<file path="src/rtl/thunderbird_pkg.sv">
// Shared types and constants for the Thunderbird tail-lamp monitor:
// mode encoding, FSM states, frame classes and lamp bit patterns.
package thunderbird_pkg;

  typedef enum logic [1:0] {
    MODE_NONE   = 2'b00,
    MODE_LEFT   = 2'b01,
    MODE_RIGHT  = 2'b10,
    MODE_HAZARD = 2'b11
  } mode_e;

  typedef enum logic [3:0] {
    S_OFF,
    S_L1,
    S_L2,
    S_L3,
    S_R1,
    S_R2,
    S_R3,
    S_HZ,
    S_SYNC
  } state_e;

  typedef enum logic [3:0] {
    FR_DARK,
    FR_L1,
    FR_L2,
    FR_L3,
    FR_R1,
    FR_R2,
    FR_R3,
    FR_HZ,
    FR_ILLEGAL
  } frame_e;

  // Lamp patterns, bit0 = innermost lamp
  localparam logic [2:0] LAMPS_OFF = 3'b000;
  localparam logic [2:0] LAMPS_1   = 3'b001;
  localparam logic [2:0] LAMPS_2   = 3'b011;
  localparam logic [2:0] LAMPS_3   = 3'b111;

  localparam int unsigned TIMEOUT_DEFAULT = 8;
  localparam logic [7:0]  COUNT_MAX       = 8'hFF;

endpackage

</file>
<file path="src/rtl/lamp_pattern_decode.sv">
// Classifies one left/right lamp frame into the pattern classes the
// monitor FSM understands; anything outside the legal set is ILLEGAL.
module lamp_pattern_decode
  import thunderbird_pkg::*;
(
  input  logic [2:0] l_i,
  input  logic [2:0] r_i,
  output frame_e     frame_o
);

  // A frame is legal only if one side is dark, or both sides are fully lit
  always_comb begin
    frame_o = FR_ILLEGAL;
    if (r_i == LAMPS_OFF) begin
      case (l_i)
        LAMPS_OFF: frame_o = FR_DARK;
        LAMPS_1:   frame_o = FR_L1;
        LAMPS_2:   frame_o = FR_L2;
        LAMPS_3:   frame_o = FR_L3;
        default:   frame_o = FR_ILLEGAL;
      endcase
    end else if (l_i == LAMPS_OFF) begin
      case (r_i)
        LAMPS_1: frame_o = FR_R1;
        LAMPS_2: frame_o = FR_R2;
        LAMPS_3: frame_o = FR_R3;
        default: frame_o = FR_ILLEGAL;
      endcase
    end else if ((l_i == LAMPS_3) && (r_i == LAMPS_3)) begin
      frame_o = FR_HZ;
    end
  end

endmodule

</file>
<file path="src/rtl/thunderbird_monitor.sv">
// Watches sampled tail-lamp frames, decodes completed LEFT/RIGHT/HAZARD
// sequences, flags illegal frames and reverts to NONE after a dark timeout.
module thunderbird_monitor
  import thunderbird_pkg::*;
#(
  parameter int unsigned TIMEOUT = TIMEOUT_DEFAULT
)
(
  input  logic       Clk,
  input  logic       reset,
  input  logic       frame_en,
  input  logic [2:0] L,
  input  logic [2:0] R,
  output logic [1:0] mode,
  output logic       mode_valid,
  output logic       seq_err,
  output logic [7:0] seq_count
);

  localparam logic [7:0] TimeoutCount = 8'(TIMEOUT);

  state_e     state_q, state_d;
  mode_e      mode_q;
  logic       modeValid_q;
  logic       seqErr_q;
  logic [7:0] seqCount_q;
  logic [7:0] darkCount_q, darkCount_d;

  frame_e     frameClass;
  logic       complete;
  mode_e      completeMode;
  logic       frameErr;
  logic       darkStep;
  logic       timeoutHit;

  lamp_pattern_decode uDecode (
    .l_i     (L),
    .r_i     (R),
    .frame_o (frameClass)
  );

  // Next-state decision for one sampled frame; errors override the chain target
  always_comb begin
    state_d      = state_q;
    complete     = 1'b0;
    completeMode = MODE_NONE;
    frameErr     = 1'b0;
    darkStep     = 1'b0;
    case (state_q)
      S_OFF: begin
        case (frameClass)
          FR_DARK: darkStep = 1'b1;
          FR_L1:   state_d  = S_L1;
          FR_R1:   state_d  = S_R1;
          FR_HZ:   state_d  = S_HZ;
          default: frameErr = 1'b1;
        endcase
      end
      S_L1: if (frameClass == FR_L2) state_d = S_L2; else frameErr = 1'b1;
      S_L2: if (frameClass == FR_L3) state_d = S_L3; else frameErr = 1'b1;
      S_L3: begin
        if (frameClass == FR_DARK) begin
          state_d      = S_OFF;
          complete     = 1'b1;
          completeMode = MODE_LEFT;
        end else begin
          frameErr = 1'b1;
        end
      end
      S_R1: if (frameClass == FR_R2) state_d = S_R2; else frameErr = 1'b1;
      S_R2: if (frameClass == FR_R3) state_d = S_R3; else frameErr = 1'b1;
      S_R3: begin
        if (frameClass == FR_DARK) begin
          state_d      = S_OFF;
          complete     = 1'b1;
          completeMode = MODE_RIGHT;
        end else begin
          frameErr = 1'b1;
        end
      end
      S_HZ: begin
        if (frameClass == FR_DARK) begin
          state_d      = S_OFF;
          complete     = 1'b1;
          completeMode = MODE_HAZARD;
        end else begin
          frameErr = 1'b1;
        end
      end
      S_SYNC: if (frameClass == FR_DARK) state_d = S_OFF;
      default: state_d = S_OFF;
    endcase

    if (frameErr) begin
      state_d = (frameClass == FR_DARK) ? S_OFF : S_SYNC;
    end
  end

  // Dark count restarts at 1 whenever S_OFF is re-entered
  always_comb begin
    darkCount_d = darkCount_q;
    if ((state_d == S_OFF) && (state_q != S_OFF)) begin
      darkCount_d = 8'd1;
    end else if (darkStep && (darkCount_q != COUNT_MAX)) begin
      darkCount_d = darkCount_q + 8'd1;
    end
    timeoutHit = darkStep && (darkCount_d == TimeoutCount);
  end

  always_ff @(posedge Clk or posedge reset) begin
    if (reset) begin
      state_q     <= S_OFF;
      darkCount_q <= 8'd0;
      mode_q      <= MODE_NONE;
      modeValid_q <= 1'b0;
      seqErr_q    <= 1'b0;
      seqCount_q  <= 8'd0;
    end else begin
      seqErr_q <= 1'b0;
      if (frame_en) begin
        state_q     <= state_d;
        darkCount_q <= darkCount_d;
        if (frameErr) begin
          mode_q      <= MODE_NONE;
          modeValid_q <= 1'b0;
          seqErr_q    <= 1'b1;
        end else if (complete) begin
          mode_q      <= completeMode;
          modeValid_q <= 1'b1;
          if (seqCount_q != COUNT_MAX) begin
            seqCount_q <= seqCount_q + 8'd1;
          end
        end else if (timeoutHit) begin
          mode_q      <= MODE_NONE;
          modeValid_q <= 1'b1;
        end
      end
    end
  end

  assign mode       = mode_q;
  assign mode_valid = modeValid_q;
  assign seq_err    = seqErr_q;
  assign seq_count  = seqCount_q;

endmodule

</file>
<file path="config.mk">
export PLATFORM = sky130hd
export DESIGN_NAME = thunderbird_monitor
export DESIGN_NICKNAME = d
export VERILOG_FILES = /design/src/rtl/thunderbird_pkg.sv /design/src/rtl/lamp_pattern_decode.sv /design/src/rtl/thunderbird_monitor.sv
export SDC_FILE = /design/constraint.sdc
export NUM_CORES = 1
export LEC_CHECK = 0
export BUFFER_PORTS_ARGS = -buffer_cell sky130_fd_sc_hd__buf_2
export CAP_MARGIN = 40
export CORE_AREA = 2 2 70 72
export DETAILED_ROUTE_END_ITERATION = 12
export DIE_AREA = 0 0 72 74
export GPL_ROUTABILITY_DRIVEN = 0
export HOLD_SLACK_MARGIN = 0.15
export SYNTH_ARGS = -nofsm -noshare
export SYNTH_HDL_FRONTEND = slang
export SYNTH_SLANG_ARGS = --single-unit
</file>
<file path="constraint.sdc">
create_clock -name Clk -period 4.55 [get_ports Clk]
set_clock_uncertainty 0.15 [all_clocks]
set_input_delay 0.455 -clock Clk [delete_from_list [all_inputs] [get_ports Clk]]
set_output_delay 0.455 -clock Clk [all_outputs]
set_load 0.02 [all_outputs]
</file>
==> metrics.txt, run 1 <==
Tmin final=2.52 ns; Root Driver=clkbuf_8; Crit. Startpoint=state_q[2]; slowest CP cell=or4_1; Initial Util=36.8%; pwr/cell area=257 nW/um2; clk buf depth=2; final core utilization=41.8%; I/O Buffers=20; CTS tree=built; Rel. slew slack=67.5%; Synth Flop Type=dfrtp_1; # diodes=0; unrepaired setup endpoints after global routing=no; global-route wire length before repair=6330 um; FF-to-FF End=mode[0]; Req. time, crit path=4.54 ns; kind of critical path=reg2reg; reg-to-reg setup timing slack=2.03 ns; Crit Path Max Fanout=11; gr ovfl total=0; Critical Path, Cell by Cell=nor4_4, nand3_1, or4_1, a211oi_2, o31a_1, o32ai_1; synth top area cells=dfrtp_1 36%, nand2_1 5.3%, nand3_1 3.8%; Peak Freq=0.396 GHz; Final #Nets=219; Slew Viols, Final=0; # clock sinks=24; Post-synth EDFFs=0; MaxCap Viol Count=0; vias in the first global route=1388; crit path DAT=2.51 ns; CP endpoint=mode[0]; total chip power=0.493 mW; Mapped Nets=201; die area=5330 um2; sequential share of the synthesized area=35.5%; Setup crit end kind=register; Synth Register Bits=24; slowest stage delay, CP=0.55 ns; nature of the critical path startpoint=register; HPWL after DPL=2730 um; status=finished, final reports clean; Mapped Cells=190; Commonest cells post-synth=24 x dfrtp_1, 24 x nand2_1, 13 x nand3_1; WP depth=6; Worst-Skew Late Latency=0.27 ns; final wirelength=3600 um; Ys Warns=0; Die Y=74 um; Tcrit/Tclk final=55.5%; cts bufs inserted=3; wire per inst=13.8 um; Die W=72 um; layout cells sized above 1=19.3%; Total GRT Usage=14.7%; synth unique cells=54; CP bufs+invs=0; Yosys top cell area share=35.5%; Sum Neg Setup Slack=0 ns; antenna viol nets, final=0; asr flop ratio synth=100%; synthesized area=1690 um2; area leader, netlist=dfrtp_1; worst vdd ir=139 uV; Post-CTS Setup Inserts=0; RR Startpoint=state_q[2]; I/O pins=21; Row Count=25; Leak=0.835 nW; post-synthesis area per instance=8.90 um2; min-delay worst type=reg2reg; final setup vio count=0; Area Growth Syn to Fin=13.6%; Post-route DRC=0; number of H-tree levels=1; Initial DRC Count=83; Clk pin slew, worst setup/hold paths=0.09 ns; Pre-antenna DRT Iters=4; Worst Tran Pin Value=0.484 ns; R2R cell count=6; largest net degree at the start of global routing=28; Final Hold Viols=0; Crit path max-delay family=simple AND/OR/NAND/NOR gates; vias per cell=5.81; antenna violations before repair=0; routed vias=1517; core area=4600 um2
==> timing repair <==
item | CTS | global route
hold buffers | 1 | 0
hold endpoints to repair | 5 | 0
gates resized for setup | 0 | 0
==> placed cells by master (no fill, tap or decap), drive strengths merged, types with 4 or more instances in the layout <==
master,instances
xnor2,4
nor2,11
o21ai,11
inv,12
xor2,5
nor3,5
nand2,25
and4,4
or3,4
nand4,5
o221ai,4
or4,4
and3,4
buf,21
dfrtp,24
nand3,13
==> power breakdown <==
part | leakage, nW | switching (mW) | internal [mW]
Combinational | 0.493 | 0.0467 | 0.0255
Clock | 0.0357 | 0.0699 | 0.118
Sequential | 0.306 | 0.00734 | 0.226
==> how the worst min path moves through the flow <==
stage                      start              to  slack (ns)  cells past startpoint
floorplan                  reset  darkCount_q[0]        0.32                      1
global placement    seq_count[6]    seq_count[6]        0.33                      1
detailed placement         reset  darkCount_q[4]        0.27                      2
CTS                 seq_count[6]    seq_count[6]        0.35                      1
global route        seq_count[6]    seq_count[6]        0.35                      1
finish              seq_count[6]    seq_count[6]        0.34                      1
==> layer usage <==
| layer | GRT usage (%) | vias up | part of all wire (%) |
|---|---|---|---|
| li1 | - | 753 | - |
| met1 | 19.5 | 724 | 48 |
| met2 | 24.3 | 34 | 46 |
| met3 | 2.03 | 6 | 3.9 |
| met4 | 6.08 | 0 | 2.2 |
| met5 | 0 | - | 0 |
==> worst reg2reg max path, cell delays in order, from the launching register on <==
cell	delay (ns)
dfrtp_1	0.54
nor4_4	0.43
nand3_1	0.17
or4_1	0.55
a211oi_2	0.28
o31a_1	0.19
o32ai_1	0.10
==> through the flow <==
stage          area, um2  setup slack [ns]  cells  hold slack [ns]
2_1_floorplan       1690              2.16    190            0.320
3_3_place_gp        1810              1.86    255            0.326
3_5_place_dp        1840              1.84    256            0.267
4_1_cts             1920              2.02    261            0.348
5_1_grt             1920              1.89    261            0.354
6_report            1920              2.03    261            0.343
==> registers in the layout, indices dropped and copies added (netlist names) <==
signal / flops
mode: 2
darkCount_q: 8
seq_err: 1
seq_count: 8
mode_valid: 1
state_q: 4
==> cells by family (layout without fill, tap and decap cells) <==
group	after synthesis	count (layout)	share of synthesized area [%]
muxes	2	2	1.33
and+or+nand+nor	87	87	30.6
AOI/OAI and AO/OA	45	45	20.9
adders and majority gates	2	2	1.48
buffers and inverters	21	38	5.40
DFF	24	24	35.5
xor gates and xnor gates	9	9	4.66
==> layout make-up <==
cell class / count / area, um2
clock inverters: 1 / 30.0
well taps: 54 / 67.6
flip-flops and latches: 24 / 601
inverters: 12 / 45.0
clock buffers: 3 / 41.3
multi-input cells: 145 / 998
fillers: 461 / 2680
repair buffers: 22 / 138
Power figures use the tool's default switching activity.
==> inputs of run 2 (changes only) <==
Clock period 4.55 ns to 2.2 ns, I/O delays scaled along.
==> run 2 against run 1 <==
  * The flow now finishes with violations (negative setup slack)
  * Combinational power grew to 2.6 times the previous value
  * Worst setup slack worse by 2.1 ns
  * Core utilization is 14 points higher
  * Largest cell class unchanged
  * Total power is 120% higher
  * Non-clock buffer count is 63 higher
  * Clock power is 110% higher
  * Critical endpoint unchanged
  * Largest power group unchanged
  * First-iteration DRC count is 2.4% lower
  * Routed wire length is 29% higher
  * Sequential share of layout area is 7.5 points lower
==> metrics.txt, run 2 (synthesized netlist as in run 1, its figures left out) <==
status=complete, but fails checks; failing checks=negative setup slack; Clock Power Share=36.9%; Die W=72 um; CTS tree=built; cts bufs inserted=3; sw frac=25.8%; gr ovfl total=0; worst setup margin=-0.0263 ns; Leak=1.16 nW; Area Growth Syn to Fin=50.6%; MaxCap Viol Count=0; vias in the first global route=1564; min-delay worst type=in2reg; antenna violations before repair=0; Multi-input gate area=1150 um2; # fillers=411; Max Used Layer=met4; Rel. slew slack=69.8%; Non-Filler Instances=324; slowest stage delay, CP=0.51 ns; placed insts=305; final wirelength=4640 um; length of routed met2 wiring=2280 um; Post-route DRC=0; switching power of the nets=0.273 mW; vias per cell=5.38; kind of critical path=reg2reg; register area=606 um2; Initial DRC Count=81; Clk pin slew, worst setup/hold paths=0.09 ns; total chip power=1.06 mW; crit path DAT=2.23 ns; Tcrit/Tclk final=101%; Internal Pwr Total=0.786 mW; largest net degree at the start of global routing=25; antenna viol nets, final=0; pwr/cell area=416 nW/um2; Slew Viols, Final=0; Final #Nets=282; worst vdd ir=283 uV; most common cell after layout, fill and taps aside=buf_4; Peak Freq=0.449 GHz; Critical Path, Cell by Cell=ha_4, nand2_2, or3_4, or4_4, a211oi_4, o31a_1, o32ai_2; Root Driver=clkbuf_8; Final Hold Viols=0; slowest CP cell=or4_4; unrepaired setup endpoints after global routing=yes; I/O pins=21; Row Count=25; Sum Neg Setup Slack=-0.0574 ns; clk buf depth=2; HPWL after DPL=3210 um; Worst Tran Pin Value=0.449 ns; Pre-antenna DRT Iters=4; Crit Path Max Fanout=2; global-route wire length before repair=7240 um; Tmin final=2.23 ns; wire per inst=14.3 um; I/O Buffers=20; # clock sinks=24; Worst-Skew Late Latency=0.27 ns; Metal-1 WL=2110 um; layout cells sized above 1=48.1%; final core utilization=55.4%; Setup WS pre-CTS=-0.233 ns; Req. time, crit path=2.21 ns; routed vias=1742; die area=5330 um2; sequential group share of total power=45.5%; commonest non-fill, non-tap cells in the layout=59 x buf_4, 23 x nand2_1, 20 x dfrtp_1, 20 x buf_2; Total GRT Usage=17.0%; combinational share of power=17.7%; # diodes=0; number of H-tree levels=1; Setup crit end kind=register; routed wire length on met3=156 um; final setup vio count=3; Initial Util=36.8%; nature of the critical path startpoint=register; Die Y=74 um; core area=4600 um2
## run 2: cell types whose count changed in the layout (fill, tap and decap cells not counted), moves of 4 or more
| cell | change |
|---|---|
| dfrtp_1 | -4 |
| buf_4 | +59 |
| o221ai_2 | +4 |
| o221ai_1 | -4 |
| dfrtp_2 | +4 |
| buf_6 | +5 |
## run 2: worst paths after layout
check	startpoint	cells after the start	slack, ns	end
worst max-delay path	darkCount_q[0]	7	-0.03	mode[0]
worst min-delay path	frame_en	3	0.17	mode_valid
worst max register to register	darkCount_q[0]	7	-0.03	mode[0]
worst min register to register	seq_count[6]	1	0.35	seq_count[6]
max in group asynchronous	reset	4	1.26	state_q[0]
min in group asynchronous	reset	4	0.38	darkCount_q[2]
## run 2: what timing repair did
item | CTS | global route
pin swaps | 14 | 9
setup endpoints to repair | 9 | 16
hold buffers | 1 | 0
setup buffers | 8 | 7
resized for setup | 15 | 21
endpoints found under the hold margin | 24 | 0
## run 2: cell type report
type                       instances  share of cell area [%]
inverter                          12                    1.77
clock buffer                       3                    1.62
timing repair buffer              85                    23.9
multi-input combinational        145                    45.1
tap                               54                    2.65
clock inverter                     1                    1.18
sequential                        24                    23.8
## run 2: stage by stage
stage | hold WS, ns | cell area [um2]
after floorplan | 0.0846 | 1710
after global placement | 0.130 | 2200
after detailed placement | 0.135 | 2200
after CTS | 0.154 | 2410
after global routing | 0.206 | 2550
final | 0.172 | 2550
## run 2: power groups by stage
stage	clock, mW	sequential, mW	combinational (mW)
2_1_floorplan	0	0.515	0.0736
3_3_place_gp	0	0.490	0.167
3_5_place_dp	0	0.490	0.169
4_1_cts	0.398	0.481	0.182
5_1_grt	0.408	0.487	0.205
6_report	0.390	0.482	0.187
## run 2: critical path: cells and delay by family (launching register included)
family | cells | cell delay [ns]
simple gates | 3 | 0.89
compound gates | 3 | 0.53
flops | 1 | 0.40
fa+ha+maj | 1 | 0.15
## run 2: routing by layer
layer / GRT usage [%] / vias up
li1: - / 873
met2: 29.3 / 39
met3: 1.36 / 6
met1: 23.1 / 824
met5: 0 / -
met4: 5.03 / 0
